### config.mk
export PLATFORM = sky130hd
export DESIGN_NAME = q_tile_ring_buffer
export DESIGN_NICKNAME = d
export VERILOG_FILES = /design/src/rtl/q_tile_ring_buffer_pkg.sv /design/src/rtl/q_ring_ctrl.sv /design/src/rtl/q_tile_ring_buffer.sv
export SDC_FILE = /design/constraint.sdc
export NUM_CORES = 1
export LEC_CHECK = 0
export CELL_PAD_IN_SITES_DETAIL_PLACEMENT = 1
export CELL_PAD_IN_SITES_GLOBAL_PLACEMENT = 1
export CORE_MARGIN = 2
export CORE_UTILIZATION = 40
export DETAILED_ROUTE_END_ITERATION = 16
export GPL_TIMING_DRIVEN = 1
export PLACE_DENSITY = 0.7
export SLEW_MARGIN = 15
export SYNTH_ARGS = -nofsm -noshare
export SYNTH_HDL_FRONTEND = slang
export SYNTH_HIERARCHICAL = 1
export SYNTH_SLANG_ARGS = --single-unit
### constraint.sdc
create_clock -name clk -period 6 [get_ports clk]
set_clock_uncertainty 0.2 [all_clocks]
set_input_delay 1.5 -clock clk [delete_from_list [all_inputs] [get_ports clk]]
set_output_delay 1.5 -clock clk [all_outputs]
set_load 0.01 [all_outputs]
### src/rtl/q_tile_ring_buffer_pkg.sv
// Shared Q-buffer types: Q vector, full tile and ring-buffer defaults.
`ifndef NUM_PES
`define NUM_PES 4
`endif

package q_tile_ring_buffer_pkg;

  localparam int Q_VECTOR_W         = 32;
  localparam int NUM_PES            = `NUM_PES;
  localparam int QBUF_BANKS_DEFAULT = 3;

  typedef logic [Q_VECTOR_W-1:0] Q_VECTOR_T;
  typedef Q_VECTOR_T q_tile_t [NUM_PES];

  // Ring pointer increment with explicit wrap, valid for any ring size.
  function automatic int unsigned ring_next(input int unsigned ptr, input int unsigned size);
    if (ptr >= size - 32'd1) begin
      return 32'd0;
    end else begin
      return ptr + 32'd1;
    end
  endfunction

endpackage

### src/rtl/q_ring_ctrl.sv
// Ring control for the Q tile buffer: fill/drain pointers, per-bank full flags,
// row counts and occupancy; drives bank write enables and the read bank select.
module q_ring_ctrl
  import q_tile_ring_buffer_pkg::*;
#(
  parameter  int NUM_ROWS  = 4,
  parameter  int NUM_BANKS = 3,
  localparam int BANK_W    = (NUM_BANKS > 1) ? $clog2(NUM_BANKS) : 1,
  localparam int ROW_W     = $clog2(NUM_ROWS),
  localparam int CNT_W     = $clog2(NUM_ROWS + 1),
  localparam int OCC_W     = $clog2(NUM_BANKS + 1)
) (
  input  logic                 clk,
  input  logic                 rst,
  input  logic                 flush_i,
  input  logic                 wr_valid_i,
  input  logic                 wr_last_i,
  input  logic                 rd_release_i,
  output logic                 wr_ready_o,
  output logic                 rd_valid_o,
  output logic [NUM_BANKS-1:0] bank_wr_en_o,
  output logic [ROW_W-1:0]     wr_idx_o,
  output logic [BANK_W-1:0]    rd_bank_o,
  output logic [CNT_W-1:0]     rd_row_cnt_o,
  output logic [OCC_W-1:0]     occupancy_o
);

  logic [BANK_W-1:0]    wr_bank_q, wr_bank_d;
  logic [BANK_W-1:0]    rd_bank_q, rd_bank_d;
  logic [ROW_W-1:0]     wr_idx_q, wr_idx_d;
  logic [NUM_BANKS-1:0] full_q, full_d;
  logic [CNT_W-1:0]     row_cnt_q [NUM_BANKS];
  logic [CNT_W-1:0]     row_cnt_d [NUM_BANKS];
  logic [OCC_W-1:0]     occ_q, occ_d;

  logic accept_s;
  logic close_s;
  logic release_s;

  assign wr_ready_o   = ~full_q[wr_bank_q];
  assign rd_valid_o   = full_q[rd_bank_q];
  assign wr_idx_o     = wr_idx_q;
  assign rd_bank_o    = rd_bank_q;
  assign rd_row_cnt_o = row_cnt_q[rd_bank_q];
  assign occupancy_o  = occ_q;

  // Next-state: flush wins over any same-cycle write or release.
  always_comb begin
    wr_bank_d = wr_bank_q;
    rd_bank_d = rd_bank_q;
    wr_idx_d  = wr_idx_q;
    full_d    = full_q;
    row_cnt_d = row_cnt_q;
    occ_d     = occ_q;
    accept_s  = wr_valid_i & ~full_q[wr_bank_q] & ~flush_i;
    close_s   = accept_s & (wr_last_i | (wr_idx_q == ROW_W'(NUM_ROWS - 1)));
    release_s = rd_release_i & full_q[rd_bank_q] & ~flush_i;

    if (flush_i) begin
      wr_bank_d = '0;
      rd_bank_d = '0;
      wr_idx_d  = '0;
      full_d    = '0;
      occ_d     = '0;
    end else begin
      if (close_s) begin
        full_d[wr_bank_q]    = 1'b1;
        row_cnt_d[wr_bank_q] = CNT_W'(wr_idx_q) + CNT_W'(1);
        wr_bank_d            = BANK_W'(ring_next(32'(wr_bank_q), NUM_BANKS));
        wr_idx_d             = '0;
      end else if (accept_s) begin
        wr_idx_d = wr_idx_q + ROW_W'(1);
      end else begin
        wr_idx_d = wr_idx_q;
      end

      if (release_s) begin
        full_d[rd_bank_q] = 1'b0;
        rd_bank_d         = BANK_W'(ring_next(32'(rd_bank_q), NUM_BANKS));
      end else begin
        rd_bank_d = rd_bank_q;
      end

      case ({close_s, release_s})
        2'b10:   occ_d = occ_q + OCC_W'(1);
        2'b01:   occ_d = occ_q - OCC_W'(1);
        default: occ_d = occ_q;
      endcase
    end
  end

  // One-hot storage write strobe for the bank being filled.
  always_comb begin
    bank_wr_en_o = '0;
    for (int b = 0; b < NUM_BANKS; b++) begin
      if (accept_s && !rst && (wr_bank_q == BANK_W'(b))) begin
        bank_wr_en_o[b] = 1'b1;
      end else begin
        bank_wr_en_o[b] = 1'b0;
      end
    end
  end

  // Control state registers.
  always_ff @(posedge clk) begin
    if (rst) begin
      wr_bank_q <= '0;
      rd_bank_q <= '0;
      wr_idx_q  <= '0;
      full_q    <= '0;
      occ_q     <= '0;
      for (int b = 0; b < NUM_BANKS; b++) begin
        row_cnt_q[b] <= '0;
      end
    end else begin
      wr_bank_q <= wr_bank_d;
      rd_bank_q <= rd_bank_d;
      wr_idx_q  <= wr_idx_d;
      full_q    <= full_d;
      occ_q     <= occ_d;
      row_cnt_q <= row_cnt_d;
    end
  end

endmodule

### src/rtl/q_tile_ring_buffer.sv
// N-bank Q tile ring buffer: row-per-beat fill from the memory controller,
// whole oldest tile presented to the PEs with a per-row valid mask.
module q_tile_ring_buffer
  import q_tile_ring_buffer_pkg::*;
#(
  parameter  int NUM_ROWS  = `NUM_PES,
  parameter  int NUM_BANKS = QBUF_BANKS_DEFAULT,
  localparam int BANK_W    = (NUM_BANKS > 1) ? $clog2(NUM_BANKS) : 1,
  localparam int ROW_W     = $clog2(NUM_ROWS),
  localparam int CNT_W     = $clog2(NUM_ROWS + 1),
  localparam int OCC_W     = $clog2(NUM_BANKS + 1)
) (
  input  logic                clk,
  input  logic                rst,
  input  logic                flush_i,
  input  logic                wr_valid_i,
  output logic                wr_ready_o,
  input  Q_VECTOR_T           wr_data_i,
  input  logic                wr_last_i,
  output logic                rd_valid_o,
  input  logic                rd_release_i,
  output Q_VECTOR_T           rd_data_o [NUM_ROWS],
  output logic [NUM_ROWS-1:0] rd_row_mask_o,
  output logic [OCC_W-1:0]    occupancy_o
);

  logic [NUM_BANKS-1:0] bank_wr_en_s;
  logic [ROW_W-1:0]     wr_idx_s;
  logic [BANK_W-1:0]    rd_bank_s;
  logic [CNT_W-1:0]     rd_row_cnt_s;

  // Storage is deliberately not reset; the mask hides stale rows.
  Q_VECTOR_T bank_q [NUM_BANKS][NUM_ROWS];

  q_ring_ctrl #(
    .NUM_ROWS  (NUM_ROWS),
    .NUM_BANKS (NUM_BANKS)
  ) u_ctrl (
    .clk          (clk),
    .rst          (rst),
    .flush_i      (flush_i),
    .wr_valid_i   (wr_valid_i),
    .wr_last_i    (wr_last_i),
    .rd_release_i (rd_release_i),
    .wr_ready_o   (wr_ready_o),
    .rd_valid_o   (rd_valid_o),
    .bank_wr_en_o (bank_wr_en_s),
    .wr_idx_o     (wr_idx_s),
    .rd_bank_o    (rd_bank_s),
    .rd_row_cnt_o (rd_row_cnt_s),
    .occupancy_o  (occupancy_o)
  );

  // Row storage write port.
  always_ff @(posedge clk) begin
    for (int b = 0; b < NUM_BANKS; b++) begin
      if (bank_wr_en_s[b]) begin
        bank_q[b][wr_idx_s] <= wr_data_i;
      end
    end
  end

  // Parallel tile presentation, zeroing rows beyond the tile's row count.
  always_comb begin
    rd_row_mask_o = '0;
    for (int r = 0; r < NUM_ROWS; r++) begin
      if (rd_valid_o && (CNT_W'(r) < rd_row_cnt_s)) begin
        rd_row_mask_o[r] = 1'b1;
        rd_data_o[r]     = bank_q[rd_bank_s][r];
      end else begin
        rd_row_mask_o[r] = 1'b0;
        rd_data_o[r]     = '0;
      end
    end
  end

endmodule

==> results of run 1 <==
## final timing paths
check                                          from             endpoint  slack [ps]  depth (start not counted)
worst max-delay path            u_ctrl/rd_bank_o[0]        rd_data_o[86]         690                          6
worst min-delay path            u_ctrl/row_cnt_q[0]  u_ctrl/row_cnt_q[0]         280                          2
worst max register to register  u_ctrl/wr_bank_q[0]       bank_q[0][109]        2520                          4
worst min register to register  u_ctrl/row_cnt_q[0]  u_ctrl/row_cnt_q[0]         280                          2
## layer usage
| metal | share of wire [%] | vias to the layer above | wire (um) | GRT usage (%) |
|---|---|---|---|---|
| met5 | 0.017 | - | 7 | 0 |
| met1 | 44 | 4827 | 18300 | 26.7 |
| met4 | 1.7 | 2 | 722 | 4.41 |
| li1 | - | 4192 | - | - |
| met3 | 4.7 | 53 | 1950 | 3.20 |
| met2 | 50 | 235 | 20900 | 33.1 |
## power breakdown
group / internal [mW] / switching, mW / leakage (nW) / total [mW]
registers: 3.09 / 0.00406 / 3.62 / 3.10
clock network: 1.51 / 1.05 / 0.658 / 2.56
logic: 0.0330 / 0.0713 / 1.85 / 0.104
total: 4.64 / 1.12 / 6.12 / 5.76
## kinds of logic after synthesis
family | Yosys count | synth area share, %
multiplexers | 135 | 8.47
flip-flops | 404 | 72.6
AO/OA/AOI/OAI | 170 | 8.21
adder cells (fa/ha/maj) | 2 | 0.152
AND/OR/NAND/NOR | 195 | 7.32
buffers and inverters | 75 | 3.16
XOR/XNOR | 2 | 0.107
## critical path, stage by stage, from the launching register on
cell and delay, ps:
dfxtp_4 560, mux2i_1 120, o21ai_0 680, o21ai_4 260, buf_4 280, a211oi_1 500, clkdlybuf4s50_1 660
## sequential cells by signal (all words and copies together) (netlist names)
name and flops:
bank_q 384, u_ctrl/full_q 3, u_ctrl/occupancy_o 2, u_ctrl/rd_bank_o 2, u_ctrl/row_cnt_q 9, u_ctrl/wr_bank_q 2, u_ctrl/wr_idx_o 2
## cell usage after synthesis (all sizes together) (4+ instances only)
library cell and n:
edfxtp 384, mux2i 102, nor2b 101, a211oi 96
clkbuf 39, mux2 33, nand2b 33, o2111a 32
buf 29, dfxtp 20, a21oi 16, o31ai 11
and2 10, nand2 9, o21ai 8, inv 7
nor2 7, nand3 6, nor3b 4
## area by class of cell
cell class,instances,area (um^2),share of cell area [%]
Sequential cell,404,11900,60.1
Multi-Input combinational cell,504,4030,20.2
Timing Repair Buffer,190,1870,9.42
Clock buffer,55,1140,5.75
Tap cell,532,666,3.35
Clock inverter,21,208,1.04
Inverter,7,28.8,0.145
==> results.json, run 1 <==
{
  "status": "complete, no violations",
  "fmax_mhz": 188,
  "antenna_found_initial": 1,
  "io_pins": 174,
  "drcViolationCount": 0,
  "min_path_type": "reg -> reg",
  "grt-ovfl-total": 0,
  "synth_edf_count": 384,
  "path_max_fanout": 21,
  "hold_viol": 0,
  "cp.arrival_ps": 3610,
  "ys_seq_elements": 404,
  "clock_latency_ps": 540,
  "ant_nets": 0,
  "post-cts-setup-buffers": 0,
  "hold_buffers": 0,
  "rsz0062_at_grt": "false",
  "drv_slew": 0,
  "cap_violations": 0,
  "p_total_mw": 5.76,
  "drive_above_1_share_pct": 11.1,
  "num_rows": 74,
  "finalCriticalPeriod_ps": 5310,
  "grt_pass1_vias": 9835,
  "grt_usage_pct": 19.6,
  "finalSetupViolations": 0,
  "clk_pin_slew_ps": 60,
  "peakVddDrop_v": 0.000213,
  "numPortBuffers": 173,
  "ys_warn_count": 6,
  "area_growth_pct": 20.9,
  "dieArea_mm2": 0.0427,
  "path_class": "reg -> out",
  "syn-num-nets": 1023,
  "clockBufferDepth": 3,
  "vias": 9309,
  "synth.top_cell.area_share_pct": 70.2,
  "layout.cells.non_filler": 1713,
  "synth_top_area_cell": "edfxtp_1",
  "yosysSeqAreaShare_pct": 72.6,
  "cp-end-kind": "output pin",
  "netlist_area_mm2": 0.0164,
  "tightest_slew_ps": 1070,
  "synth_ff_type": "edfxtp_1",
  "fin_util_pct": 48.8,
  "diodes": 0,
  "die_height_um": 207,
  "drt_iter0_markers": 577,
  "ctsResizeCount": 0,
  "htree_num_levels": 2,
  "core_mm2": 0.0407,
  "yosysUniqueCellTypes": 51,
  "layout_setup_ws_ps": 688,
  "ctsRootBufferMaster": "clkbuf_16",
  "synthTopCellsByArea": "edfxtp_1, mux2i_1, a211oi_1",
  "design_area_mm2": 0.0199,
  "p_leak_nw": 6.12,
  "start_kind": "register",
  "min_period_over_period_pct": 88.5,
  "die_w_um": 207,
  "layout_common_cells": "edfxtp_1, clkdlybuf4s50_1, mux2i_1, nor2b_1, a211oi_1",
  "hpwl_mm": 25.1,
  "ys_async_sr_fraction_pct": 0,
  "place_ws_ps": 1040,
  "wl_per_cell_um": 24.4,
  "grt_max_degree": 88,
  "dpl-instance-area_mm2": 0.0185,
  "grt_pass1_wl_mm": 62.0,
  "place.gp.congestion": 0.768,
  "cts_sinks": 404,
  "finalHoldWorstSlack_ps": 285,
  "cp.required_ps": 4300,
  "numCtsBuffers": 43,
  "drtPass1Iterations": 5,
  "syn_inst": 983,
  "final_common_cell": "edfxtp_1",
  "start_util_pct": 40.3,
  "n_fill_cell": 3917,
  "dp_cells": 1637,
  "timing.setup.tns_ps": 0,
  "wirelength_mm": 41.8,
  "via_per_inst": 5.43,
  "slew-limit-headroom_pct": 28.4,
  "nets": 1190,
  "syn_avg_cell_area_um2": 16.7,
  "cts_tree": "yes",
  "power_density_mw_per_mm2": 290
}
No activity file was read; power rests on OpenSTA's default activity.
==> run 2, diff against run 1 <==
--- a/config.mk
+++ b/config.mk
@@ -11,9 +11,8 @@
 export CORE_UTILIZATION = 40
 export DETAILED_ROUTE_END_ITERATION = 16
 export GPL_TIMING_DRIVEN = 1
-export PLACE_DENSITY = 0.7
+export PLACE_DENSITY = 0.72
 export SLEW_MARGIN = 15
 export SYNTH_ARGS = -nofsm -noshare
 export SYNTH_HDL_FRONTEND = slang
-export SYNTH_HIERARCHICAL = 1
 export SYNTH_SLANG_ARGS = --single-unit
==> run 2 against run 1 <==
Combinational power is 5% higher; total power is 1.8% lower; utilization is 0.91 points higher; clock-buffer cell count stayed put; clock power is 5% lower; synthesized area is 2.2% lower; synthesized cell count is 16% higher; sequential power hardly changed; via count is 3.7% higher; largest cell class unchanged; largest power group unchanged; non-clock buffer count is 7 higher; maximum frequency is 1.1% lower.
==> results.json, run 2 <==
{
  "tightest_slew_ps": 1180,
  "cts_sinks": 406,
  "synth.top_cell.area_share_pct": 71.7,
  "yosysSeqAreaShare_pct": 74.5,
  "netlist_area_mm2": 0.0161,
  "power_density_mw_per_mm2": 287,
  "clk_pin_slew_ps": 60,
  "path_max_fanout": 37,
  "multiInputGateArea_mm2": 0.00387,
  "n_fill_cell": 3985,
  "drt_iter0_markers": 701,
  "dp_cells": 1794,
  "ys_warn_count": 0,
  "cts_tree": "yes",
  "grt_usage_pct": 19.6,
  "hold_viol": 0,
  "final_common_cell": "edfxtp_1",
  "ctsRootBufferMaster": "clkbuf_16",
  "diodes": 0,
  "largest_reg_flops": 384,
  "ctsResizeCount": 0,
  "clockBufferDepth": 3,
  "synth_ff_type": "edfxtp_1",
  "layout_common_cells": "edfxtp_1, nor2_1, clkdlybuf4s50_1, mux2i_1, a21oi_1",
  "wl_per_cell_um": 21.8,
  "ys_seq_elements": 406,
  "drive_above_1_share_pct": 7.89,
  "grt_pass1_vias": 10300,
  "p_total_mw": 5.66,
  "post-cts-setup-buffers": 0,
  "regArea_mm2": 0.0120,
  "slew-limit-headroom_pct": 21.4,
  "core_mm2": 0.0397,
  "met3_usage_pct": 2.93,
  "finalCriticalPeriod_ps": 5370,
  "numPortBuffers": 173,
  "busiest_layer": "met2",
  "syn-num-nets": 1180,
  "cp.arrival_ps": 3670,
  "start_kind": "register",
  "status": "complete, no violations",
  "nets": 1357,
  "io_pins": 174,
  "use_met1_pct": 26.3,
  "cp.required_ps": 4300,
  "grt_pass1_wl_mm": 61.5,
  "die_w_um": 204,
  "yosysUniqueCellTypes": 42,
  "numCtsBuffers": 43,
  "fin_util_pct": 49.7,
  "dieArea_mm2": 0.0418,
  "layout.cells.non_filler": 1869,
  "drcViolationCount": 0,
  "wirelength_mm": 40.7,
  "drtPass1Iterations": 5,
  "start_util_pct": 40.5,
  "syn_avg_cell_area_um2": 14.1,
  "fmax_mhz": 186,
  "hold_buffers": 0,
  "num_rows": 73,
  "grt_max_degree": 93,
  "top_regs": "bank_q (384), u_ctrl.row_cnt_q (9), u_ctrl.full_q (3)",
  "finalHoldWorstSlack_ps": 298,
  "place.gp.congestion": 0.768,
  "via_per_inst": 5.16,
  "ys_top_cells_by_count": "edfxtp_1, nor2_1, mux2i_1",
  "synth_edf_count": 384,
  "hpwl_mm": 25.6,
  "finalSetupViolations": 0,
  "ys_async_sr_fraction_pct": 0,
  "min_period_over_period_pct": 89.5,
  "syn_inst": 1137,
  "clock_latency_ps": 540,
  "ant_nets": 0,
  "antenna_found_initial": 0,
  "htree_num_levels": 2,
  "cap_violations": 0,
  "grt-ovfl-total": 0,
  "die_height_um": 204,
  "synthTopCellsByArea": "edfxtp_1, mux2i_1, nor2_1",
  "synth.most_common_cell": "edfxtp_1",
  "peakVddDrop_v": 0.000166,
  "timing.setup.tns_ps": 0,
  "grtUsageMet2_pct": 33.3,
  "min_path_type": "reg -> reg",
  "top_register": "bank_q",
  "drv_slew": 0,
  "area_growth_pct": 22.9,
  "cp-end-kind": "output pin",
  "rsz0062_at_grt": "false",
  "p_leak_nw": 6.11,
  "vias": 9650,
  "path_class": "reg -> out",
  "synth_top_area_cell": "edfxtp_1"
}
run 2: cell type report:
class	instances	area share (%)
Sequential cell	406	60.7
Multi-Input combinational cell	658	19.6
Timing Repair Buffer	197	9.84
Clock buffer	55	5.68
Tap cell	525	3.33
Clock inverter	20	0.760
Inverter	8	0.165
run 2: final timing paths:
path	cells past startpoint	end	start	slack, ps
worst max-delay path	7	rd_data_o[0]	u_ctrl.rd_bank_o[1]	630
worst min-delay path	2	u_ctrl.row_cnt_q[2]	u_ctrl.row_cnt_q[2]	300
worst max register to register	4	bank_q[1][75]	u_ctrl.wr_bank_q[1]	2860
worst min register to register	2	u_ctrl.row_cnt_q[2]	u_ctrl.row_cnt_q[2]	300
run 2: kinds of logic after synthesis:
| logic type | Yosys count | share of synthesized area, % |
|---|---|---|
| muxes | 139 | 8.68 |
| DFF | 406 | 74.5 |
| AOI/OAI and AO/OA | 157 | 5.37 |
| xor gates and xnor gates | 2 | 0.109 |
| adders and majority gates | 5 | 0.389 |
| buffers and inverters | 73 | 2.15 |
| and+or+nand+nor | 355 | 8.83 |
run 2: power by group:
part	switching (mW)	internal, mW
Clock	1.04	1.40
Combinational	0.0722	0.0366
Sequential	0.00397	3.11
run 2: worst max-delay path: stages, from the launching register on:
cell	delay, ps
dfxtp_1	650
mux2i_1	140
nor2_1	130
a21oi_2	70
inv_4	400
nand2_2	640
nor2_1	450
clkdlybuf4s50_1	610
run 2: metal layers:
metal / vias to the layer above / share of wire, %
met5: - / 0
met1: 4895 / 44
met2: 235 / 50
met3: 54 / 4.2
met4: 0 / 2.1
li1: 4466 / -
run 2: stage by stage:
step / instance area [um^2] / worst slack (ps)
6_report: 19800 / 629
5_1_grt: 19800 / 408
4_1_cts: 19800 / 570
3_5_place_dp: 18500 / 1180
3_3_place_gp: 18500 / 1260
2_1_floorplan: 16100 / 1970
==> run 3, diff against run 2 <==
--- a/config.mk
+++ b/config.mk
@@ -12,7 +12,7 @@
 export DETAILED_ROUTE_END_ITERATION = 16
 export GPL_TIMING_DRIVEN = 1
 export PLACE_DENSITY = 0.72
-export SLEW_MARGIN = 15
+export SLEW_MARGIN = 20
 export SYNTH_ARGS = -nofsm -noshare
 export SYNTH_HDL_FRONTEND = slang
 export SYNTH_SLANG_ARGS = --single-unit
==> run 3 against run 2 <==
Combinational power hardly changed; clock power hardly changed; non-clock buffer count is 2 higher; register-to-register slack hardly changed; global-route usage stayed put; die area stayed put; utilization is 0.12 points higher; critical endpoint unchanged; maximum frequency hardly changed; first-iteration DRC count is 5.7% lower; worst hold slack worse by 1.2 ps; clock-buffer cell count stayed put.
==> results.json, run 3 (synthesized netlist as in run 2, its figures left out) <==
{
  "status": "complete, no violations",
  "die_height_um": 204,
  "reg2reg_from": "u_ctrl.wr_bank_q[1]",
  "power_switching_share_pct": 19.7,
  "die_w_um": 204,
  "htree_num_levels": 2,
  "n_fill_cell": 3982,
  "grt_usage_pct": 19.6,
  "comb_power_share_pct": 1.9,
  "vias": 9673,
  "drtPass1Iterations": 5,
  "clk_pin_slew_ps": 60,
  "switching_power_mw": 1.11,
  "wirelength_mm": 40.7,
  "numPortBuffers": 173,
  "grt-ovfl-total": 0,
  "r2r_setup_slack_ps": 2870,
  "hold_viol": 0,
  "design_area_mm2": 0.0198,
  "grt_pass1_vias": 10300,
  "hpwl_mm": 25.6,
  "antenna_found_initial": 0,
  "cp-endpoint": "rd_data_o[0]",
  "timing.setup.tns_ps": 0,
  "cp.required_ps": 4300,
  "finalSetupViolations": 0,
  "hold_buffers": 0,
  "drive_above_1_share_pct": 8.02,
  "cts_sinks": 406,
  "drt_iter0_markers": 661,
  "wl_per_cell_um": 21.8,
  "start_kind": "register",
  "core_mm2": 0.0397,
  "top_register": "bank_q",
  "clock_latency_ps": 540,
  "min_path_type": "reg -> reg",
  "dpl-instance-area_mm2": 0.0185,
  "ant_nets": 0,
  "cp-end-kind": "output pin",
  "cts_tree": "yes",
  "grt_max_degree": 93,
  "top_regs": "bank_q (384), u_ctrl.row_cnt_q (9), u_ctrl.full_q (3)",
  "area_growth_pct": 23.2,
  "place.gp.congestion": 0.768,
  "diodes": 0,
  "r2r-end": "bank_q[1][75]",
  "dieArea_mm2": 0.0418,
  "rsz0062_at_grt": "false",
  "p_total_mw": 5.66,
  "seq_power_share_pct": 55.0,
  "num_rows": 73,
  "clock_power_share_pct": 43.1,
  "grt_pass1_wl_mm": 61.5,
  "peakVddDrop_v": 0.000167,
  "via_per_inst": 5.17,
  "io_pins": 174,
  "cp.arrival_ps": 3670,
  "numCtsBuffers": 43,
  "final_common_cell": "edfxtp_1",
  "tightest_slew_ps": 978,
  "layout_common_cells": "edfxtp_1, nor2_1, clkdlybuf4s50_1, mux2i_1, a21oi_1",
  "startpoint": "u_ctrl.rd_bank_o[0]",
  "power_density_mw_per_mm2": 286,
  "drv_slew": 0,
  "worstRegToRegCells": 4,
  "largest_reg_flops": 384,
  "p_leak_nw": 6.13,
  "finalCriticalPeriod_ps": 5370,
  "slew-limit-headroom_pct": 34.6,
  "start_util_pct": 40.5,
  "ctsResizeCount": 0,
  "min_path_cells": 2,
  "path_class": "reg -> out",
  "post-cts-setup-buffers": 0,
  "cap_violations": 0,
  "min_period_over_period_pct": 89.5,
  "internal_power_mw": 4.55,
  "nets": 1359,
  "clockBufferDepth": 3,
  "drcViolationCount": 0,
  "path_max_fanout": 37,
  "ctsRootBufferMaster": "clkbuf_16",
  "fmax_mhz": 186
}
[run 3: final cells by class]
type | count | area, um^2 | area share [%]
sequential | 406 | 12000 | 60.5
multi-input combinational | 658 | 3870 | 19.5
timing repair buffer | 199 | 1990 | 10.1
clock buffer | 55 | 1120 | 5.66
tap | 525 | 657 | 3.32
clock inverter | 20 | 150 | 0.758
inverter | 8 | 32.5 | 0.164
[run 3: per-layer routing]
layer	part of all wire (%)	global-route usage, %	wire length [um]	up-vias
met5	0	0	0	-
li1	-	-	-	4472
met2	50	33.3	20200	225
met1	44	26.3	18100	4924
met3	4.0	2.93	1610	52
met4	2.1	5.49	857	0
[run 3: power groups by stage]
stage | combinational (mW) | clock (mW) | sequential [mW]
global placement | 0.105 | 0 | 3.17
detailed placement | 0.110 | 0 | 3.17
CTS | 0.110 | 2.49 | 3.11
finish | 0.109 | 2.44 | 3.11
floorplan | 0.0320 | 0 | 3.17
global route | 0.119 | 2.61 | 3.11
[run 3: worst max-delay path, cell delays in order (launching register included)]
cell	delay, ps
dfxtp_1	550
nor2b_4	310
a21oi_2	110
inv_4	410
nand2_2	650
nor2_1	450
clkdlybuf4s50_1	610
[run 3: worst min-delay path by stage]
stage / end / slack [ps] / start
detailed placement: u_ctrl.row_cnt_q[8] / 290 / u_ctrl.row_cnt_q[8]
CTS: u_ctrl.occupancy_o[1] / 300 / u_ctrl.occupancy_o[1]
floorplan: u_ctrl.row_cnt_q[2] / 260 / u_ctrl.row_cnt_q[2]
global route: u_ctrl.occupancy_o[1] / 320 / u_ctrl.occupancy_o[1]
global placement: u_ctrl.occupancy_o[1] / 270 / u_ctrl.occupancy_o[1]
finish: u_ctrl.row_cnt_q[2] / 300 / u_ctrl.row_cnt_q[2]
[run 3: metrics by stage]
| step | setup WS [ps] | instances | utilization [%] | hold slack [ps] |
|---|---|---|---|---|
| after floorplan | 1970 | 1137 | - | 260 |
| after global placement | 1260 | 1793 | 46.5 | 273 |
| after detailed placement | 1180 | 1794 | 46.5 | 295 |
| after CTS | 570 | 1869 | 49.7 | 304 |
| after global routing | 408 | 1871 | 49.8 | 323 |
| final | 632 | 1871 | 49.8 | 296 |
